==> config.mk <==
export PLATFORM = sky130hd
export DESIGN_NAME = nibble_serial_subtractor
export DESIGN_NICKNAME = d
export VERILOG_FILES = /design/src/rtl/sub_pkg.sv /design/src/rtl/nibble_serial_subtractor_cla4_slice.sv /design/src/rtl/nibble_serial_subtractor.sv
export SDC_FILE = /design/constraint.sdc
export NUM_CORES = 1
export LEC_CHECK = 0
export BUFFER_PORTS_ARGS = -buffer_cell sky130_fd_sc_hd__buf_4
export CAP_MARGIN = 20
export CORE_ASPECT_RATIO = 0.5
export CORE_MARGIN = 4
export CORE_UTILIZATION = 48
export CTS_BUF_LIST = sky130_fd_sc_hd__clkbuf_4 sky130_fd_sc_hd__clkbuf_8
export DETAILED_ROUTE_END_ITERATION = 8
export GPL_TIMING_DRIVEN = 1
export PLACE_DENSITY_LB_ADDON = 0.12
export SYNTH_ARGS = -nofsm -noshare
export SYNTH_HDL_FRONTEND = slang
export SYNTH_SLANG_ARGS = --single-unit
==> constraint.sdc <==
create_clock -name clk -period 6.3 [get_ports clk]
set_input_delay 0.315 -clock clk [delete_from_list [all_inputs] [get_ports clk]]
set_output_delay 0.315 -clock clk [all_outputs]
set_load 0.02 [all_outputs]
==> src/rtl/sub_pkg.sv <==
// Shared definitions for the nibble-serial subtractor.
//   state_e      : FSM state encoding (IDLE, RUN, DONE)
//   NIBBLE       : bits processed per clock by the lookahead slice
//   num_nibbles  : number of nibbles N in an operand of a given width
package sub_pkg;

   typedef enum logic [1:0] {
      IDLE = 2'd0,
      RUN  = 2'd1,
      DONE = 2'd2
   } state_e;

   localparam int NIBBLE = 4;

   function automatic int num_nibbles(input int width);
      return width / NIBBLE;
   endfunction

endpackage

==> src/rtl/nibble_serial_subtractor_cla4_slice.sv <==
// cla4_slice: combinational 4-bit carry-lookahead adder slice.
// Ports:
//   x[3:0], y[3:0] : addend nibbles
//   cin            : carry in
//   sum[3:0]       : x + y + cin, low four bits
//   cout           : carry out of bit 3
module cla4_slice (
   input  logic [3:0] x,
   input  logic [3:0] y,
   input  logic       cin,
   output logic [3:0] sum,
   output logic       cout
);

   logic [3:0] p;
   logic [3:0] g;
   logic [4:1] c;

   assign p = x ^ y;
   assign g = x & y;

   // Flat two-level carries: every carry is a sum of products of p, g and cin.
   assign c[1] = g[0] | (p[0] & cin);
   assign c[2] = g[1] | (p[1] & g[0]) | (p[1] & p[0] & cin);
   assign c[3] = g[2] | (p[2] & g[1]) | (p[2] & p[1] & g[0])
               | (p[2] & p[1] & p[0] & cin);
   assign c[4] = g[3] | (p[3] & g[2]) | (p[3] & p[2] & g[1])
               | (p[3] & p[2] & p[1] & g[0]) | (p[3] & p[2] & p[1] & p[0] & cin);

   assign sum  = p ^ {c[3:1], cin};
   assign cout = c[4];

endmodule

==> src/rtl/nibble_serial_subtractor.sv <==
// nibble_serial_subtractor: computes diff = a - b one nibble per clock as
// a + ~b + 1 through a single cla4_slice, carry registered between nibbles.
// Optional feature macro: SUB_ZERO_FLAG_EN (adds the zero output).
// Ports:
//   clk, rst            : clock, asynchronous active-high reset
//   in_valid / in_ready : operand handshake (a, b latched on acceptance)
//   a, b                : minuend, subtrahend (WIDTH bits)
//   out_valid/out_ready : result handshake
//   diff                : (a - b) mod 2^WIDTH
//   borrow              : a < b unsigned
//   overflow            : signed overflow of a - b
//   zero                : diff == 0 (only with SUB_ZERO_FLAG_EN)
module nibble_serial_subtractor
   import sub_pkg::*;
#(
   parameter int WIDTH = 16
) (
   input  logic             clk,
   input  logic             rst,
   input  logic             in_valid,
   output logic             in_ready,
   input  logic [WIDTH-1:0] a,
   input  logic [WIDTH-1:0] b,
   output logic             out_valid,
   input  logic             out_ready,
   output logic [WIDTH-1:0] diff,
   output logic             borrow,
   output logic             overflow
`ifdef SUB_ZERO_FLAG_EN
   ,
   output logic             zero
`endif
);

   localparam int N  = num_nibbles(WIDTH);
   localparam int KW = (N > 1) ? $clog2(N) : 1;

   state_e                 state_q, state_d;
   logic [KW-1:0]          k_q, k_d;
   logic                   carry_q, carry_d;
   logic [N-1:0][3:0]      a_q, a_d;
   logic [N-1:0][3:0]      nb_q, nb_d;
   logic [N-1:0][3:0]      diff_q, diff_d;
   logic                   borrow_q, borrow_d;
   logic                   ovf_q, ovf_d;
`ifdef SUB_ZERO_FLAG_EN
   logic                   zacc_q, zacc_d;
   logic                   zero_q, zero_d;
`endif

   logic [3:0] s;
   logic       c;
   logic       last;

   cla4_slice u_slice (
      .x   (a_q[k_q]),
      .y   (nb_q[k_q]),
      .cin (carry_q),
      .sum (s),
      .cout(c)
   );

   assign last = (k_q == KW'(N - 1));

   // State register
   always_ff @(posedge clk or posedge rst) begin
      if (rst) state_q <= IDLE;
      else     state_q <= state_d;
   end

   // Next-state logic
   always_comb begin
      state_d = state_q;
      unique case (state_q)
         IDLE:    if (in_valid)  state_d = RUN;
         RUN:     if (last)      state_d = DONE;
         DONE:    if (out_ready) state_d = IDLE;
         default:                state_d = IDLE;
      endcase
   end

   // State-decoded handshake outputs
   always_comb begin
      in_ready  = (state_q == IDLE);
      out_valid = (state_q == DONE);
   end

   // Datapath next-state
   always_comb begin
      a_d      = a_q;
      nb_d     = nb_q;
      diff_d   = diff_q;
      carry_d  = carry_q;
      k_d      = k_q;
      borrow_d = borrow_q;
      ovf_d    = ovf_q;
`ifdef SUB_ZERO_FLAG_EN
      zacc_d   = zacc_q;
      zero_d   = zero_q;
`endif
      unique case (state_q)
         IDLE: begin
            if (in_valid) begin
               // Subtraction as a + ~b + 1: the +1 enters as the initial carry.
               a_d      = a;
               nb_d     = ~b;
               diff_d   = '0;
               carry_d  = 1'b1;
               k_d      = '0;
               borrow_d = 1'b0;
               ovf_d    = 1'b0;
`ifdef SUB_ZERO_FLAG_EN
               zacc_d   = 1'b1;
               zero_d   = 1'b0;
`endif
            end
         end
         RUN: begin
            diff_d[k_q] = s;
            carry_d     = c;
            k_d         = last ? '0 : k_q + 1'b1;
`ifdef SUB_ZERO_FLAG_EN
            zacc_d      = zacc_q & (s == 4'd0);
`endif
            if (last) begin
               borrow_d = ~c;
               // Operand signs differ (b's sign is the inverse of the latched ~b)
               // and the result sign departs from a's sign.
               ovf_d    = (a_q[N-1][3] ^ ~nb_q[N-1][3]) & (s[3] ^ a_q[N-1][3]);
`ifdef SUB_ZERO_FLAG_EN
               zero_d   = zacc_q & (s == 4'd0);
`endif
            end
         end
         default: ;
      endcase
   end

   always_ff @(posedge clk or posedge rst) begin
      if (rst) begin
         a_q      <= '0;
         nb_q     <= '0;
         diff_q   <= '0;
         carry_q  <= 1'b1;
         k_q      <= '0;
         borrow_q <= 1'b0;
         ovf_q    <= 1'b0;
`ifdef SUB_ZERO_FLAG_EN
         zacc_q   <= 1'b1;
         zero_q   <= 1'b0;
`endif
      end else begin
         a_q      <= a_d;
         nb_q     <= nb_d;
         diff_q   <= diff_d;
         carry_q  <= carry_d;
         k_q      <= k_d;
         borrow_q <= borrow_d;
         ovf_q    <= ovf_d;
`ifdef SUB_ZERO_FLAG_EN
         zacc_q   <= zacc_d;
         zero_q   <= zero_d;
`endif
      end
   end

   assign diff     = diff_q;
   assign borrow   = borrow_q;
   assign overflow = ovf_q;
`ifdef SUB_ZERO_FLAG_EN
   assign zero     = zero_q;
`endif

endmodule

Yosys cells after proc, flatten, opt, wreduce, memory -nomap -nowiden
Index checks and enable logic that the tools add are counted.

storage, ports and cells
  bits in registers = 55
  input port bits = 36
  output and inout bits = 20
  logic and storage cells = 91

cells by class
  add/sub/neg operators = 1
  order comparisons = 2
  equal/unequal tests = 6
  mux-type cells = 23
  bitwise logic cells = 35
  reduce and logical (&&, ||, !) cells = 7

operators with widths
  cell                   count
  $pmux W16 S2           1
  $and A1 B1 Y1          17
  $bmux W4 S2            2
  $bwmux W16             1
  $mux W16               1
  $not A16 Y16           1
  $mux W4                3
  $mux W2                5
  $or A1 B1 Y1           10
  $demux W4 S2           1
  $xor A4 B4 Y4          2
  $pmux W1 S2            3
  $pmux W2 S3            1
  $reduce_and A3 Y1      2
  $and A4 B4 Y4          1
  $eq A2 B2 Y1 const B   2
  $mux W1                4
  $ne A2 B2 Y1 const B   2
  $pmux W2 S2            1
  $reduce_and A2 Y1      2
  $lt A2 B3 Y1 const B   1
  $add A2 B1 Y2 const B  1
  $eq A2 B1 Y1 const B   1
  $ge A2 B1 Y1 const B   1
  other kinds (6)        8

Longest topological paths before layout
  depth in word-level cells = 12
  gate-level depth with buffers = 7
  gate-level depth less buffers = 6

Modules after synthesis
From an unflattened synthesis, not the netlist that was laid out.

unflattened totals
  cell total of the unflattened synthesis = 246
  area total of the unflattened synthesis = 2702.6 sq um

modules (own cells, without submodules)
  module                    times used  cells an instance  area each (sq um)  seq. area each (sq um)
  nibble_serial_subtractor  1           229                2555.0             1377.6
  cla4_slice                1           17                 147.6              0.0

Least setup slack after synthesis
Ideal clock, no wire load.

  path type = reg2reg
  from = reg k_q[0]
  to = reg diff_q, in the netlist diff[11]
  library setup time = 0.121 ns
  arrival = 2.263 ns
  required time = 6.179 ns
  setup slack = 3.916 ns
  stages on the path, launching flop included = 8
  path buffers = 1
  clock period less this slack = 2.384 ns
  path through = dfrtp_1 buf_2 mux4_2 ha_1 a211oi_1 o21ai_0 and3_1 a22o_1

on the way
  word-level cells in the longest chain between the ends = 10
  elaborated cells on any way between the ends = 22
  those cells by class = 2 x order compare; 8 x mux; 11 x bitwise; 1 x reduce/logical

RTL lines
  item                                                   line                                                                                  text
  start: declaration                                     nibble_serial_subtractor.sv:39                                                        logic [KW-1:0] k_q, k_d;
  start signal: assignment                               nibble_serial_subtractor.sv:157                                                       k_q <= k_d;
  $bmux W4 S2, on equally long branches                  nibble_serial_subtractor.sv:56, nibble_serial_subtractor.sv:57
  $mux W4, on equally long branches                      nibble_serial_subtractor.sv:56, nibble_serial_subtractor.sv:57
  $xor A4 B4 Y4 / $and A4 B4 Y4 (equally long branches)  nibble_serial_subtractor_cla4_slice.sv:19, nibble_serial_subtractor_cla4_slice.sv:20
  $and A1 B1 Y1, on equally long branches                nibble_serial_subtractor_cla4_slice.sv:25, nibble_serial_subtractor_cla4_slice.sv:26
  $or A1 B1 Y1, or another cell as far along             nibble_serial_subtractor_cla4_slice.sv:25                                             assign c[3] = g[2] | (p[2] & g[1]) | (p[2] & p[1] & g[0])
  $or A1 B1 Y1 / $and A1 B1 Y1 (equally long branches)   nibble_serial_subtractor_cla4_slice.sv:25, nibble_serial_subtractor_cla4_slice.sv:26
  $or A1 B1 Y1                                           nibble_serial_subtractor_cla4_slice.sv:26                                             | (p[2] & p[1] & p[0] & cin);
  $xor A4 B4 Y4                                          nibble_serial_subtractor_cla4_slice.sv:30                                             assign sum = p ^ {c[3:1], cin};
  $bwmux W16 *                                           nibble_serial_subtractor.sv:119                                                       diff_d[k_q] = s;
  $pmux W16 S2 *                                         nibble_serial_subtractor.sv:101                                                       unique case (state_q)
  end signal: assignment                                 nibble_serial_subtractor.sv:155                                                       diff_q <= diff_d;
  end: declaration                                       nibble_serial_subtractor.sv:43                                                        logic [N-1:0][3:0] diff_q, diff_d;

Mark *: on every way between the ends. The rest lies on a longest branch, timed or not. The select of a mux whose other input is x is not followed.
A chain may end at the register's enable or synchronous reset.

Final worst setup path
  from = reg k_q[0]
  to = reg diff_q, in the netlist diff[3]

The elaborated chain is that of the path after synthesis.

==> impl_metrics.toml <==
[global_routing]
grt_remaining_overflow = 0
grt_pass1_wl_um = 8950
antenna_found_initial = 0
grt_max_degree = 48
grt_pass1_vias = 1866
grt_use_total_pct = 18.2

[critical_path]
max_stage_delay_ns = 0.79
critPathBufInv = 0
crit_family = "flip-flops"
crit_start = "k_q[0]"
crit_type = "flip-flop to flip-flop"
cp_num_cells = 6
cp-end-kind = "flip-flop"
crit_fanout = 13
cp-start-kind = "flip-flop"
cp_cell_sequence = "mux4_2 -> ha_1 -> a211oi_1 -> o21ai_0 -> and3_1 -> a22o_1"
slowest_stage = "dfrtp_1"
rr_startpoint = "k_q[0]"
worstPathRequired_ns = 6.51
rr_worst_depth = 6
ff2ff_setup_slack_ns = 3.61
crit-reg2reg-capture = "diff[3]"
cp-endpoint = "diff[3]"
cp.arrival_ns = 2.90

[floorplan]
core_mm2 = 0.00500
start_util_pct = 50.2
ios = 56
row_count = 18
die_h_um = 59.1
floorplan.die.width_um = 110
die-area_mm2 = 0.00652

[logic_synthesis]
synth.largest_area_cell = "dfrtp_1"
syn_area_mm2 = 0.00251
synthArstFlopShare_pct = 100
synth_edf_count = 0
synth_cell_type_count = 35
syn_nets = 278
ys_warn_count = 0
ys_top_cells_by_area = "dfrtp_1 54%, nand2_1 9.3%, mux4_2 7.2%"
synth-main-ff-cell = "dfrtp_1"
syn-mean-instance-area_um2 = 10.8
ys_ff_latch = 55
synth_top_area_share_pct = 53.8
synthCells = 233
seq_area_frac_synth_pct = 54.9

[routing]
num_vias = 1829
routedWlPerCell_um = 14.5
vias_per_cell = 5.12
dr.pass1.iters = 4
antenna_left = 0
drt_iter0_drc = 48
routed_wl_um = 5190
drc = 0

[timing]
hold_viol = 0
fmax_ghz = 0.371
setup_ws_ns = 3.61
slew_viol_final = 0
finalClockSkew_ns = 0.00237
fin_crit_sh_pct = 42.8
rsz0062_at_grt = "no"
finalSetupTns_ns = 0
slew-limit-headroom_pct = 54.9
setup_viol = 0
min_period_ns = 2.69
worst_pin_slew_ns = 0.677

[placed_design]
dpl_cell_area_mm2 = 0.00299
dp_slack_ns = 3.58
place_hpwl_um = 3800
place.port_buffers = 55
gp_congestion = 0.841

[pwr]
power.density_mw_per_mm2 = 598
leakage_nw = 1.53
ir_worst_vdd_mv = 0.301

[hold_path]
hp-class = "input port to async pin"

[outcome]
status = "completed"

[cts]
cts_setup_buffers = 0
root_buffer = "clkbuf_8"
htree_levels = 2
hold_buffers = 0
clk_pin_slew_ns = 0.09
cts_resized = 0
cts_made_buffers = 5
clkSinkCount = 55
cts_tree = "yes"
cts_max_path_buffers = 2
insertion_delay_ns = 0.31

[final_layout]
final_nets = 331
diodes = 0
area_growth_pct = 23.1
final_cell_area_mm2 = 0.00309
drive_gt1_share_pct = 29.6

[flow_run]
drv_cap = 0
[placed cells by master (no fill, tap or decap), types with 2 or more instances in the layout]
| cell | instances |
|---|---|
| nor2_1 | 20 |
| and2_1 | 3 |
| nand2_1 | 62 |
| inv_1 | 4 |
| mux4_2 | 8 |
| xnor2_1 | 2 |
| buf_4 | 56 |
| a21o_1 | 2 |
| a21oi_1 | 15 |
| dfrtp_1 | 54 |
| nand3_1 | 2 |
| o2bb2ai_1 | 3 |
| a22o_1 | 10 |
| o21ai_0 | 8 |
| clkbuf_8 | 7 |
| a22o_2 | 3 |
| ha_1 | 8 |
[synthesized netlist by cell type, types with 3 or more instances]
cell	instances
a21oi_1	15
a22o_1	10
a22o_2	3
and2_1	3
buf_2	7
clkbuf_1	3
dfrtp_1	54
ha_1	8
inv_1	5
mux4_2	8
nand2_1	62
nor2_1	20
o21ai_0	8
o2bb2ai_1	3
[how the worst min path moves through the flow]
stage / start / to / slack, ns / cells after the start
floorplan: b[0] / nb_q[0] / 0.40 / 1
global placement: a_q[5] / a_q[5] / 0.46 / 2
detailed placement: rst / diff[4] / 0.42 / 2
CTS: rst / overflow / 0.09 / 2
global route: rst / overflow / 0.11 / 2
finish: rst / diff[4] / 0.06 / 2
[through the flow]
step	std cells	power (mW)	hold WS, ns	utilization, %
global placement	348	1.60	0.460	59.3
finish	357	1.85	0.0634	61.8
global route	357	2.01	0.111	61.8
floorplan	233	1.35	0.400	-
CTS	357	1.86	0.0865	61.8
detailed placement	349	1.64	0.420	59.7
[kinds of logic (layout without fill, tap and decap cells)]
logic type / after synthesis / count (layout) / synth area share [%]
compound gates: 46 / 46 / 12.7
xor+xnor: 2 / 2 / 0.698
buf+inv: 16 / 70 / 3.04
simple gates: 96 / 96 / 16.3
flops: 55 / 55 / 54.9
fa+ha+maj: 9 / 9 / 4.79
mux: 9 / 9 / 7.58
[final cells by class]
class	count	area [um2]
fill	464	1910
sequential	55	1380
multi-input combinational	162	1060
timing repair buffer	57	440
clock buffer	8	104
tap	70	87.6
inverter	5	18.8
[sequential cells by signal, summed over array words and instances, names as in the netlist]
signal,flops
a_q,16
borrow,1
carry_q,1
diff,16
k_q,2
nb_q,16
overflow,1
state_q,2
[power breakdown]
| part | switching (mW) | total, mW | internal (mW) |
|---|---|---|---|
| sequential | 0.131 | 0.648 | 0.517 |
| clock | 0.113 | 0.218 | 0.105 |
| combinational | 0.534 | 0.981 | 0.447 |
[layer usage]
| layer | track usage, % | part of all wire, % | vias up |
|---|---|---|---|
| li1 | - | - | 899 |
| met1 | 26.6 | 49 | 872 |
| met2 | 26.9 | 43 | 48 |
| met3 | 4.57 | 6.2 | 10 |
| met4 | 5.61 | 1.3 | 0 |
| met5 | 0 | 0 | - |
Note: power is estimated with default switching activity, not from simulation.
